[src/rtl/serial_axi_bridge.sv]
// UART byte-command parser driving single-beat AXI4 writes/reads into the MIG slave port.
// Optional rx inactivity timeout is enabled with `define SERIAL_AXI_RX_TIMEOUT_EN.
module serial_axi_bridge #(
    parameter int          ADDR_WIDTH     = 28,
    parameter int          AXI_DATA_WIDTH = 128,
    parameter logic [23:0] RX_TIMEOUT     = 24'd1000000
) (
    input  logic                        clk,
    input  logic                        rst,
    input  logic [7:0]                  rx_data,
    input  logic                        rx_valid,
    output logic                        rx_ready,
    output logic [7:0]                  tx_data,
    output logic                        tx_valid,
    input  logic                        tx_ready,
    output logic [ADDR_WIDTH-1:0]       m_axi_awaddr,
    output logic                        m_axi_awvalid,
    input  logic                        m_axi_awready,
    output logic [AXI_DATA_WIDTH-1:0]   m_axi_wdata,
    output logic [AXI_DATA_WIDTH/8-1:0] m_axi_wstrb,
    output logic                        m_axi_wlast,
    output logic                        m_axi_wvalid,
    input  logic                        m_axi_wready,
    input  logic [1:0]                  m_axi_bresp,
    input  logic                        m_axi_bvalid,
    output logic                        m_axi_bready,
    output logic [ADDR_WIDTH-1:0]       m_axi_araddr,
    output logic                        m_axi_arvalid,
    input  logic                        m_axi_arready,
    input  logic [AXI_DATA_WIDTH-1:0]   m_axi_rdata,
    input  logic [1:0]                  m_axi_rresp,
    input  logic                        m_axi_rvalid,
    output logic                        m_axi_rready,
    output logic [2:0]                  state_dbg
);

    // Every valid/ready pair transfers on a rising edge where both are high; valids are
    // registered, never depend on the matching ready, and hold their payload until taken.

    localparam int LANES     = AXI_DATA_WIDTH / 32;
    localparam int LANE_BITS = (LANES > 1) ? $clog2(LANES) : 1;

    localparam logic [7:0] CMD_WRITE   = 8'h57;
    localparam logic [7:0] CMD_READ    = 8'h52;
    localparam logic [7:0] RSP_UNKNOWN = 8'h3F;
    localparam logic [7:0] RSP_TIMEOUT = 8'h54;

    typedef enum logic [2:0] {
        S_IDLE, S_ADDR, S_WDATA, S_WR_ADDR_DATA, S_WR_RESP, S_RD_ADDR, S_RD_DATA, S_TX
    } state_t;

    state_t        state;
    logic [1:0]    cnt;
    logic          is_write;
    logic [31:0]   addr_reg;
    logic [31:0]   data_reg;
    logic [39:0]   tx_shift;
    logic [2:0]    tx_left;

    logic [31:0]          addr_next;
    logic [31:0]          data_next;
    logic [LANE_BITS-1:0] lane_sel;
    int                   lane_idx;
    logic [AXI_DATA_WIDTH/8-1:0] strb_sel;
    logic [31:0]          rd_word;
    logic                 rx_fire;
    logic                 rx_timeout;

    assign state_dbg   = state;
    assign m_axi_wlast = 1'b1;
    assign rx_fire     = rx_valid && rx_ready;
    assign addr_next   = {addr_reg[23:0], rx_data};
    assign data_next   = {data_reg[23:0], rx_data};

    generate
        if (LANES > 1) begin : g_lane
            assign lane_sel = addr_reg[LANE_BITS+1:2];
        end else begin : g_single_lane
            assign lane_sel = '0;
        end
    endgenerate

    assign lane_idx = int'(lane_sel);

    always_comb begin
        strb_sel                   = '0;
        strb_sel[lane_idx*4 +: 4]  = 4'hF;
        rd_word                    = m_axi_rdata[lane_idx*32 +: 32];
    end

    function automatic logic [ADDR_WIDTH-1:0] eff_addr(input logic [31:0] a);
        return {a[ADDR_WIDTH-1:2], 2'b00};
    endfunction

    function automatic logic [7:0] status_of(input logic [1:0] resp);
        return (resp == 2'b00) ? 8'h00 : {6'b100000, resp};
    endfunction

`ifdef SERIAL_AXI_RX_TIMEOUT_EN
    logic [23:0] idle_cnt;

    always_ff @(posedge clk) begin
        if (rst || !(state == S_ADDR || state == S_WDATA) || rx_fire) begin
            idle_cnt <= '0;
        end else if (!rx_timeout) begin
            idle_cnt <= idle_cnt + 24'd1;
        end
    end

    assign rx_timeout = (idle_cnt == RX_TIMEOUT);
`else
    logic unused_rx_timeout_param;
    assign unused_rx_timeout_param = ^RX_TIMEOUT;
    assign rx_timeout              = 1'b0;
`endif

    always_ff @(posedge clk) begin
        if (rst) begin
            state         <= S_IDLE;
            cnt           <= '0;
            is_write      <= 1'b0;
            addr_reg      <= '0;
            data_reg      <= '0;
            tx_shift      <= '0;
            tx_left       <= '0;
            rx_ready      <= 1'b0;
            tx_data       <= '0;
            tx_valid      <= 1'b0;
            m_axi_awaddr  <= '0;
            m_axi_awvalid <= 1'b0;
            m_axi_wdata   <= '0;
            m_axi_wstrb   <= '0;
            m_axi_wvalid  <= 1'b0;
            m_axi_bready  <= 1'b0;
            m_axi_araddr  <= '0;
            m_axi_arvalid <= 1'b0;
            m_axi_rready  <= 1'b0;
        end else begin
            case (state)
                S_IDLE: begin
                    rx_ready <= 1'b1;
                    if (rx_fire) begin
                        cnt <= '0;
                        if (rx_data == CMD_WRITE || rx_data == CMD_READ) begin
                            is_write <= (rx_data == CMD_WRITE);
                            state    <= S_ADDR;
                        end else begin
                            state    <= S_TX;
                            rx_ready <= 1'b0;
                            tx_valid <= 1'b1;
                            tx_data  <= RSP_UNKNOWN;
                            tx_shift <= {RSP_UNKNOWN, 32'h0};
                            tx_left  <= 3'd1;
                        end
                    end
                end

                S_ADDR: begin
                    if (rx_fire) begin
                        addr_reg <= addr_next;
                        cnt      <= cnt + 2'd1;
                        if (cnt == 2'd3) begin
                            if (is_write) begin
                                state <= S_WDATA;
                            end else begin
                                state         <= S_RD_ADDR;
                                rx_ready      <= 1'b0;
                                m_axi_araddr  <= eff_addr(addr_next);
                                m_axi_arvalid <= 1'b1;
                            end
                        end
                    end else if (rx_timeout) begin
                        state    <= S_TX;
                        rx_ready <= 1'b0;
                        tx_valid <= 1'b1;
                        tx_data  <= RSP_TIMEOUT;
                        tx_shift <= {RSP_TIMEOUT, 32'h0};
                        tx_left  <= 3'd1;
                    end
                end

                S_WDATA: begin
                    if (rx_fire) begin
                        data_reg <= data_next;
                        cnt      <= cnt + 2'd1;
                        if (cnt == 2'd3) begin
                            // Address is complete here, so lane_sel/strb_sel are final.
                            state         <= S_WR_ADDR_DATA;
                            rx_ready      <= 1'b0;
                            m_axi_awaddr  <= eff_addr(addr_reg);
                            m_axi_wdata   <= {LANES{data_next}};
                            m_axi_wstrb   <= strb_sel;
                            m_axi_awvalid <= 1'b1;
                            m_axi_wvalid  <= 1'b1;
                        end
                    end else if (rx_timeout) begin
                        state    <= S_TX;
                        rx_ready <= 1'b0;
                        tx_valid <= 1'b1;
                        tx_data  <= RSP_TIMEOUT;
                        tx_shift <= {RSP_TIMEOUT, 32'h0};
                        tx_left  <= 3'd1;
                    end
                end

                S_WR_ADDR_DATA: begin
                    if (m_axi_awvalid && m_axi_awready) m_axi_awvalid <= 1'b0;
                    if (m_axi_wvalid && m_axi_wready)   m_axi_wvalid  <= 1'b0;
                    if ((!m_axi_awvalid || m_axi_awready) && (!m_axi_wvalid || m_axi_wready)) begin
                        state        <= S_WR_RESP;
                        m_axi_bready <= 1'b1;
                    end
                end

                S_WR_RESP: begin
                    if (m_axi_bvalid && m_axi_bready) begin
                        m_axi_bready <= 1'b0;
                        state        <= S_TX;
                        tx_valid     <= 1'b1;
                        tx_data      <= status_of(m_axi_bresp);
                        tx_shift     <= {status_of(m_axi_bresp), 32'h0};
                        tx_left      <= 3'd1;
                    end
                end

                S_RD_ADDR: begin
                    if (m_axi_arvalid && m_axi_arready) begin
                        m_axi_arvalid <= 1'b0;
                        m_axi_rready  <= 1'b1;
                        state         <= S_RD_DATA;
                    end
                end

                S_RD_DATA: begin
                    if (m_axi_rvalid && m_axi_rready) begin
                        m_axi_rready <= 1'b0;
                        state        <= S_TX;
                        tx_valid     <= 1'b1;
                        tx_data      <= status_of(m_axi_rresp);
                        tx_shift     <= {status_of(m_axi_rresp), rd_word};
                        tx_left      <= 3'd5;
                    end
                end

                S_TX: begin
                    if (tx_valid && tx_ready) begin
                        if (tx_left == 3'd1) begin
                            tx_valid <= 1'b0;
                            tx_left  <= '0;
                            rx_ready <= 1'b1;
                            state    <= S_IDLE;
                        end else begin
                            // tx_shift[39:32] is the byte just sent; next one sits below it.
                            tx_data  <= tx_shift[31:24];
                            tx_shift <= tx_shift << 8;
                            tx_left  <= tx_left - 3'd1;
                        end
                    end
                end

                default: state <= S_IDLE;
            endcase
        end
    end

endmodule

[config.mk]
export PLATFORM = sky130hd
export DESIGN_NAME = serial_axi_bridge
export DESIGN_NICKNAME = d
export VERILOG_FILES = /design/src/rtl/serial_axi_bridge.sv
export SDC_FILE = /design/constraint.sdc
export NUM_CORES = 1
export LEC_CHECK = 0
export CAP_MARGIN = 0
export CORE_MARGIN = 5
export CORE_UTILIZATION = 48
export CTS_CLUSTER_DIAMETER = 60
export CTS_CLUSTER_SIZE = 10
export DETAILED_ROUTE_END_ITERATION = 16
export MAX_ROUTING_LAYER = met4
export PLACE_DENSITY = 0.87
export SLEW_MARGIN = 20
export SYNTH_ARGS = -nofsm -noshare
export SYNTH_HDL_FRONTEND = slang
export SYNTH_SLANG_ARGS = --single-unit
[constraint.sdc]
create_clock -name clk -period 4.15 [get_ports clk]
set_clock_uncertainty 0.2 [all_clocks]
set_input_delay 0.415 -clock clk [delete_from_list [all_inputs] [get_ports clk]]
set_output_delay 0.415 -clock clk [all_outputs]
set_load 0.01 [all_outputs]
==> run summary, run 1 <==
area leader, netlist: dfxtp_1
Filler Cells Inserted: 1590
placed insts: 1598
Slew HR: 31.8%
Worst EP arrival: 2.99 ns
Most used DFF post-synth: dfxtp_1
Yosys top cell area share: 41.5%
DRT iter0 DRCs: 708
Post-synth EDFFs: 0
crit path max fanout: 30
worst reg2reg endpoint: tx_data[5]$_SDFFE_PP0P_
achievable frequency: 343 MHz
Final ANT Viol Nets: 0
Pins Over Slew Limit: 0
syn_area_per_cell: 8.18 um^2
FF-to-FF path depth: 6
Mapped Cells: 1156
Port Buffers: 362
post-DR wirelength/cell: 17.9 um
Root Driver: clkbuf_16
number of max-cap violations: 0
Final setup viols: 0
TritonRoute pass-1 iters: 5
Final Non-Filler Cells: 1632
DRT Wirelength: 29200 um
die area: 0.0226 mm^2
top cells by area, synth: dfxtp_1 (41%), nand2_1 (12%), a21oi_1 (11%)
Worst R2R Start: state_dbg[2]$_SDFFE_PP0P_
clk_lat worst skew: 0.43 ns
IO Pins: 368
row cnt: 51
Hold Crit Class: reg2reg
post-DP HPWL: 21300 um
maximum vdd drop: 0.317 mV
Pleak: 4.14 nW
Yosys warning total: 0
die height: 150 um
CP Launch Type: flip-flop
Worst Setup SP: state_dbg[2]$_SDFFE_PP0P_
initial antenna violation count: 1
Final min period: 2.91 ns
hold-fix buffers at CTS: 0
post-CTS setup repair buffer count: 0
largest net degree at the start of global routing: 102
via count: 8809
Synth async-reset ratio: 0%
Starting Density: 48.7%
M3 GR Usage: 5.21%
vias in the first global route: 8406
fin crit share: 70.2%
Clock Path Buffers: 2
Synth Register Bits: 196
first-pass GRT wire length: 44400 um
CTS buffer count: 17
final instance area: 0.0129 mm^2
Seq/Total Area, Yosys: 41.5%
GR peak layer: met2
Mapped Area: 0.00946 mm^2
Critical Path RT: 4.22 ns
Post-Route Utilization: 66.5%
growth of design area from synthesis to finish: 36.5%
reg2reg setup slack: 1.24 ns
Critical Path End: tx_data[5]$_SDFFE_PP0P_
GR Util met2: 43.6%
Resized cells post-CTS: 0
pwr dens: 418 mW/mm^2
Placement Cell Area: 0.0123 mm^2
CP endpoint kind: flip-flop
DRC Markers: 0
TritonCTS clock tree: done
grt met1 use: 29.8%
number of distinct library cells after synthesis: 58
Fin Hold WS: 0.257 ns
final hold violations: 0
run status: finished clean
Die W: 150 um
clk slew on worst S/H paths: 0.07 ns
critical path class: reg2reg
Fin Setup TNS: 0 ns
routability congestion estimate from global placement: 0.929
Slew @ Worst Pin: 1.02 ns
Nets: 1504
Vias/cell: 5.40
RSZ-0062 raised after global routing: false
clk sinks: 196
layout cells sized above 1: 7.40%
CORE AREA: 0.0194 mm^2
overall routing resource usage: 25.5%
GRT overflow: 0
H-tree lvl count: 4
cell usage after synthesis, types with 9 or more instances:
cell      count
a211oi_1      9
a211oi_2     20
a21oi_1     208
a31o_2        9
buf_2        25
buf_4       116
clkbuf_1     47
dfxtp_1     196
mux2i_1      50
nand2_1     301
nor2_1       23
nor3_1       11
o21ai_0      13
o22ai_1      26
critical path, stage by stage (launching register included):
cell and delay (ns):
dfxtp_1 0.87, nand2_1 0.25, o32ai_1 0.28, nand3_2 0.38, nor2_2 0.18, buf_4 0.41, a311oi_1 0.17
worst min path at each step:
| stage | from | to | cells after the start |
|---|---|---|---|
| after detailed placement | addr_reg[21]$_SDFFE_PP0P_ | m_axi_awaddr[21]$_SDFFE_PP0P_ | 2 |
| after global placement | addr_reg[21]$_SDFFE_PP0P_ | m_axi_awaddr[21]$_SDFFE_PP0P_ | 2 |
| after global routing | addr_reg[21]$_SDFFE_PP0P_ | addr_reg[21]$_SDFFE_PP0P_ | 2 |
| after CTS | m_axi_awaddr[2]$_SDFFE_PP0P_ | m_axi_awaddr[2]$_SDFFE_PP0P_ | 2 |
| after floorplan | tx_left[1]$_SDFFE_PP0P_ | tx_left[1]$_SDFFE_PP0P_ | 2 |
| final | data_reg[17]$_SDFFE_PP0P_ | m_axi_wdata[121]$_SDFFE_PP0P_ | 2 |
metal layers:
layer | vias to the layer above | routed length (um)
li1 | 4221 | -
met1 | 4113 | 11100
met2 | 421 | 14900
met3 | 54 | 2530
met4 | 0 | 778
met5 | - | 0
logic make-up (layout without fill, tap and decap cells):
group	count (synthesis)	in the layout	synth area share [%]
AO/OA/AOI/OAI	308	308	20.1
XOR/XNOR	2	2	0.185
adder cells (fa/ha/maj)	3	3	0.397
buffers and inverters	209	415	13.7
flip-flops	196	196	41.5
multiplexers	60	60	7.44
other	2	7	0.0794
AND/OR/NAND/NOR	376	376	16.5
area by class of cell:
| type | count | area (um^2) | share of cell area, % |
|---|---|---|---|
| Clock inverter | 9 | 141 | 1.10 |
| Inverter | 7 | 26.3 | 0.204 |
| Antenna cell | 2 | 5.00 | 0.0388 |
| Multi-Input combinational cell | 754 | 4260 | 33.0 |
| Tap cell | 265 | 332 | 2.57 |
| Timing Repair Buffer | 376 | 3730 | 28.9 |
| Clock buffer | 23 | 478 | 3.70 |
| Sequential cell | 196 | 3930 | 30.4 |
placed cells by master (no fill, tap or decap), types with 3 or more instances in the layout:
master,netlist,layout
or3_1,4,4
nor3_1,11,11
ha_1,3,3
a311oi_2,3,3
a31o_2,9,9
a211oi_1,9,9
nor2b_1,3,3
clkbuf_8,0,3
dfxtp_1,196,195
nand4b_1,3,3
o21ai_0,13,13
conb_1,2,5
nand2_1,301,301
clkbuf_1,47,3
buf_4,116,14
clkdlybuf4s50_1,0,361
a211oi_2,20,20
nand3_1,6,5
clkbuf_16,0,17
and3_1,4,3
inv_1,7,7
a22oi_1,3,3
nor2_1,23,21
mux2i_1,50,50
o22ai_1,26,26
a21oi_1,208,208
nand4_1,3,3
mux4_2,8,8
bufinv_16,0,3
nand2b_1,3,3
a311oi_1,3,3
through the flow:
step / total power [mW] / setup slack, ns
floorplan: 3.26 / 2.18
global placement: 3.61 / 1.29
detailed placement: 3.65 / 1.23
CTS: 5.39 / 1.31
global route: 5.63 / 1.06
finish: 5.40 / 1.24
power breakdown:
part | switching (mW) | internal [mW]
clock | 0.729 | 1.01
sequential | 0.183 | 2.07
combinational | 0.785 | 0.623
total | 1.70 | 3.70
Power figures use the tool's default switching activity.
==> run 2: changes to the inputs <==
- CORE_UTILIZATION: 48 -> 44
- PLACE_DENSITY: 0.87 -> 0.81
- clock period: 4.15 -> 2.95 ns (I/O delays scaled with it)
==> run 2 against run 1 <==
Compared with the run above:
- worst hold slack worse by 0.19 ns
- fmax is 20% higher
- final area is 1.3% higher
- sequential share of layout area is 0.38 points lower
- worst setup slack worse by 0.72 ns
- largest power group unchanged
- critical endpoint is now tx_shift[5]$_SDFFE_PP0P_
- die area is 8.5% higher
- first-iteration DRC count is 5.9% higher
- global-route usage is 1.9 points lower
- flip-flop and latch count stayed put
- combinational power is 49% higher
==> run summary, run 2 (synthesis gave the netlist of run 1 again) <==
reg2reg setup slack: 0.52 ns (-0.72 ns)
clk_lat worst skew: 0.43 ns (about the same)
commonest cells after routing, fill and taps aside: clkdlybuf4s50_1 (361), nand2_1 (301), a21oi_1 (208)
Nets: 1518 (+0.93%)
Slew HR: 43.1% (+11 points)
Root Driver: clkbuf_16
Worst Setup SP: state_dbg[2]$_SDFFE_PP0P_
WL met2: 14900 um (+0.14%)
Slew @ Worst Pin: 0.854 ns (-0.168 ns)
TritonCTS clock tree: done
Worst EP arrival: 2.56 ns (-0.43 ns)
layout cells sized above 1: 8.56% (+1.2 points)
TritonRoute pass-1 iters: 5 (unchanged)
wl on met1: 11100 um (+0.64%)
FF-to-FF path depth: 7 (+1)
Final setup viols: 0 (unchanged)
max incr delay on CP: 0.52 ns (-0.35 ns)
maximum vdd drop: 0.414 mV (+31%)
fin crit share: 82.4% (+12 points)
crit path max fanout: 34 (+13%)
Hold Crit Class: in2reg
clk slew on worst S/H paths: 0.07 ns (about the same)
Filler Cells Inserted: 1808 (+14%)
leading cell type in the layout, fill and taps excluded: clkdlybuf4s50_1
Final Non-Filler Cells: 1655 (+1.4%)
overall routing resource usage: 23.5% (-1.9 points)
Pins Over Slew Limit: 0 (unchanged)
die height: 157 um (+4.2%)
highest metal used: met4
Final ANT Viol Nets: 0 (unchanged)
Vias/cell: 5.32 (-1.5%)
post-DR wirelength/cell: 17.7 um (-1.0%)
post-CTS setup repair buffer count: 0 (unchanged)
initial antenna violation count: 1 (unchanged)
DRT iter0 DRCs: 750 (+5.9%)
clk sinks: 196 (unchanged)
CTS buffer count: 17 (unchanged)
run status: finished clean
DRC Markers: 0 (unchanged)
final hold violations: 0 (unchanged)
row cnt: 53 (+3.9%)
Met3 Wirelength: 2580 um (+1.9%)
Post-Route Utilization: 61.9% (-4.6 points)
CORE AREA: 0.0211 mm^2 (+8.7%)
die area: 0.0245 mm^2 (+8.5%)
Fin Hold WS: 0.0667 ns (-0.191 ns)
pwr dens: 584 mW/mm^2 (+40%)
critical path class: reg2reg
Resized cells post-CTS: 0 (unchanged)
vias in the first global route: 8469 (+0.75%)
Crit-path slowest cell: dfxtp_1
CP Launch Type: flip-flop
first-pass GRT wire length: 45000 um (+1.3%)
Final min period: 2.43 ns (-0.481 ns)
Pleak: 4.22 nW (+1.9%)
Worst R2R Start: state_dbg[2]$_SDFFE_PP0P_
Die W: 157 um (+4.2%)
largest net degree at the start of global routing: 71 (-30%)
placed insts: 1622 (+1.5%)
Port Buffers: 362 (unchanged)
RSZ-0062 raised after global routing: false
Hold Path Origin: rst
H-tree lvl count: 4 (unchanged)
number of max-cap violations: 0 (unchanged)
CP endpoint kind: flip-flop
hold path cells: 2 (unchanged)
GRT overflow: 0 (unchanged)
post-DP HPWL: 21800 um (+2.6%)
IO Pins: 368 (unchanged)
Worst Hold Path EP: m_axi_wstrb[11]$_SDFFE_PP0P_
growth of design area from synthesis to finish: 38.2%
routability congestion estimate from global placement: 0.929 (about the same)
Fin Setup TNS: 0 ns (unchanged)
worst reg2reg endpoint: tx_shift[5]$_SDFFE_PP0P_
Starting Density: 44.8% (-3.9 points)
via count: 8797 (-0.14%)
Clock Path Buffers: 2 (unchanged)
DRT Wirelength: 29300 um (+0.39%)
Critical Path RT: 3.07 ns (-1.15 ns)
hold-fix buffers at CTS: 0 (unchanged)
achievable frequency: 411 MHz (+20%)
CP Cell Sequence: buf_4 -> nand2_1 -> o32ai_1 -> and3_1 -> buf_12 -> nand2_2 -> a31o_2
==> run 2: area by class of cell <==
cell class              instances  area [um^2]  share of cell area [%]
clock buffers                  19          453                    3.47
diodes                          1         2.50                  0.0192
flip-flops and latches        196         3930                    30.1
clock inverters                13          163                    1.25
well taps                     275          344                    2.63
multi-input cells             754         4260                    32.6
inverters                       7         26.3                   0.201
repair buffers                390         3880                    29.7
==> run 2: worst max path at each step <==
stage | endpoint | slack, ns
2_1_floorplan | state_dbg[1]$_SDFFE_PP0P_ | 0.98
3_3_place_gp | tx_shift[3]$_SDFFE_PP0P_ | 0.43
3_5_place_dp | tx_shift[2]$_SDFFE_PP0P_ | 0.42
4_1_cts | tx_data[7]$_SDFFE_PP0P_ | 0.54
5_1_grt | m_axi_araddr[8]$_SDFFE_PP0P_ | 0.33
6_report | tx_shift[5]$_SDFFE_PP0P_ | 0.52
==> run 2: worst max-delay path, delay by kind of cell, from the launching register on <==
family,cells,cell delay [ns]
and+or+nand+nor,3,0.58
DFF,1,0.52
buffers and inverters,2,0.48
AOI/OAI and AO/OA,2,0.54
==> run 2: metrics by stage <==
step           instance area, um^2  setup slack (ns)  power, mW
6_report                     13100             0.518       7.62
5_1_grt                      13100             0.325       7.99
4_1_cts                      13100             0.542       7.64
3_5_place_dp                 12400             0.422       5.26
3_3_place_gp                 12400             0.434       5.19
2_1_floorplan                 9470             0.983       4.58
==> run 2: power breakdown <==
group | switching, mW | internal [mW]
Combinational | 1.15 | 0.956
Sequential | 0.215 | 2.91
Clock | 1.07 | 1.33
==> run 2: metal layers <==
layer,vias up,GRT usage (%)
met1,4121,26.9
met3,52,5.61
met5,-,-
met2,370,40.4
li1,4254,-
met4,0,8.18
==> run 3: changes to the inputs <==
- clock period: 2.95 -> 2.41 ns (I/O delays scaled with it)
==> run 3 against run 2 <==
Compared with the run above:
- sequential power rose by 22%
- fmax rose by 4.2%
- core utilization rose by 1.2 points
- first-iteration DRC count rose by 11%
- sequential share of layout area fell by 0.58 points
- register-to-register slack got worse by 0.44 ns
- critical path type unchanged
- largest cell class unchanged
==> run summary, run 3 (synthesis gave the netlist of run 1 again) <==
run status: finished clean
fin crit share: 96.9% (+14 points)
DRC Markers: 0 (unchanged)
row cnt: 53 (unchanged)
Clock Path Buffers: 2 (unchanged)
Clock Power Share: 30.2% (-1.3 points)
sequential share of power: 40.0% (-1.0 points)
GRT overflow: 0 (unchanged)
maximum vdd drop: 0.467 mV (+13%)
commonest cells after routing, fill and taps aside: clkdlybuf4s50_1 (361), nand2_1 (301), a21oi_1 (208)
IO Pins: 368 (unchanged)
CP Launch Type: flip-flop
Vias/cell: 5.29 (-0.45%)
Port Buffers: 362 (unchanged)
Fin Setup TNS: 0 ns (unchanged)
largest net degree at the start of global routing: 65 (-8.5%)
Critical Path RT: 2.54 ns (-0.53 ns)
M3 GR Usage: 4.51% (-1.1 points)
critical path class: reg2reg
Worst R2R Start: state_dbg[1]$_SDFFE_PP0P_
GR peak layer: met2
number of max-cap violations: 0 (unchanged)
Slew @ Worst Pin: 0.705 ns (-0.150 ns)
Fin Hold WS: 0.254 ns (+0.187 ns)
Nets: 1546 (+1.8%)
CTS buffer count: 17 (unchanged)
Hold Path Origin: addr_reg[26]$_SDFFE_PP0P_
TritonCTS clock tree: done
Die W: 157 um (unchanged)
clk_lat worst skew: 0.44 ns (about the same)
Final setup viols: 0 (unchanged)
growth of design area from synthesis to finish: 40.9%
grt met1 use: 27.8% (+0.91 points)
final hold violations: 0 (unchanged)
post-DR wirelength/cell: 17.7 um (-0.19%)
Sw Ratio: 32.0% (+0.039 points)
CORE AREA: 0.0211 mm^2 (unchanged)
DRT iter0 DRCs: 832 (+11%)
hold path cells: 2 (unchanged)
Post-Route Utilization: 63.2% (+1.2 points)
Hold Crit Class: reg2reg
pwr dens: 715 mW/mm^2 (+22%)
die height: 157 um (unchanged)
first-pass GRT wire length: 45400 um (+1.0%)
final total power: 9.52 mW (+25%)
achievable frequency: 428 MHz (+4.2%)
TritonRoute pass-1 iters: 5 (unchanged)
FF-to-FF path depth: 6 (-1)
layout cells sized above 1: 10.2% (+1.6 points)
initial antenna violation count: 1 (unchanged)
clk slew on worst S/H paths: 0.07 ns (about the same)
Root Driver: clkbuf_16
DRT Wirelength: 29800 um (+1.5%)
Pleak: 4.36 nW (+3.5%)
Final min period: 2.33 ns (-0.0973 ns)
post-DP HPWL: 22400 um (+2.7%)
CP endpoint kind: flip-flop
overall routing resource usage: 24.0% (+0.46 points)
Starting Density: 44.8% (unchanged)
Final ANT Viol Nets: 0 (unchanged)
Switch Pwr: 3.04 mW (+25%)
worst reg2reg endpoint: tx_shift[5]$_SDFFE_PP0P_
Pins Over Slew Limit: 0 (unchanged)
reg2reg setup slack: 0.08 ns (-0.44 ns)
post-placement worst setup slack: -0.0808 ns (-0.503 ns)
die area: 0.0245 mm^2 (unchanged)
GR Util met2: 40.9% (+0.47 points)
vias in the first global route: 8651 (+2.1%)
routability congestion estimate from global placement: 0.878 (-5.5%)
fin worst setup slack: 0.0754 ns (-0.443 ns)
via count: 8906 (+1.2%)
Worst Hold Path EP: m_axi_awaddr[26]$_SDFFE_PP0P_
Worst EP arrival: 2.46 ns (-0.10 ns)
H-tree lvl count: 4 (unchanged)
RSZ-0062 raised after global routing: false
Slew HR: 53.0% (+10 points)
crit path max fanout: 34 (unchanged)
Power Internal: 6.48 mW (+25%)
clk sinks: 196 (unchanged)
Gate power share: 29.9% (+2.3 points)
leading cell type in the layout, fill and taps excluded: clkdlybuf4s50_1
run 3: how the worst max path moves through the flow:
stage                                   start                   endpoint  cells past startpoint
CTS                 state_dbg[1]$_SDFFE_PP0P_   tx_shift[5]$_SDFFE_PP0P_                      6
finish              state_dbg[1]$_SDFFE_PP0P_   tx_shift[5]$_SDFFE_PP0P_                      6
global placement                 m_axi_bvalid   tx_shift[5]$_SDFFE_PP0P_                      7
detailed placement               m_axi_bvalid   tx_shift[5]$_SDFFE_PP0P_                      7
floorplan           state_dbg[1]$_SDFFE_PP0P_  state_dbg[1]$_SDFFE_PP0P_                      7
global route        state_dbg[1]$_SDFFE_PP0P_   tx_shift[5]$_SDFFE_PP0P_                      6
run 3: stage by stage:
step,std cells,cell area (um^2)
final,1683,13300
after global routing,1683,13300
after CTS,1682,13300
after detailed placement,1649,12700
after global placement,1649,12700
after floorplan,1159,9470
run 3: layout make-up:
class                      instances  area (um^2)
fill                            1802         7760
multi-input combinational        754         4260
clock buffer                      19          433
sequential                       196         3930
timing repair buffer             418         4160
tap                              275          344
antenna                            1         2.50
clock inverter                    13          166
inverter                           7         26.3
run 3: power by group through the flow:
stage          clock network, mW  registers (mW)  logic [mW]
2_1_floorplan                  0            3.81        1.80
3_3_place_gp                   0            3.86        2.73
3_5_place_dp                   0            3.86        2.82
4_1_cts                     2.93            3.79        2.83
5_1_grt                     3.07            3.84        3.07
6_report                    2.87            3.81        2.84
run 3: worst max-delay path, stage by stage (launching register included):
cell and delay (ns):
dfxtp_1 0.37, buf_4 0.22, o32ai_1 0.48, and3_1 0.29, buf_12 0.20, nand2_2 0.16
a31o_2 0.29
run 3: repair_timing:
item                                   CTS  global route
hold buffers                             1             0
endpoints found under the hold margin    2             0
gates resized for setup                  0             0
buffers inserted                         0             0
run 3: routing by layer:
layer	part of all wire, %	vias up
li1	-	4316
met1	39	4160
met2	50	369
met3	7.1	61
met4	3.3	0
met5	0	-
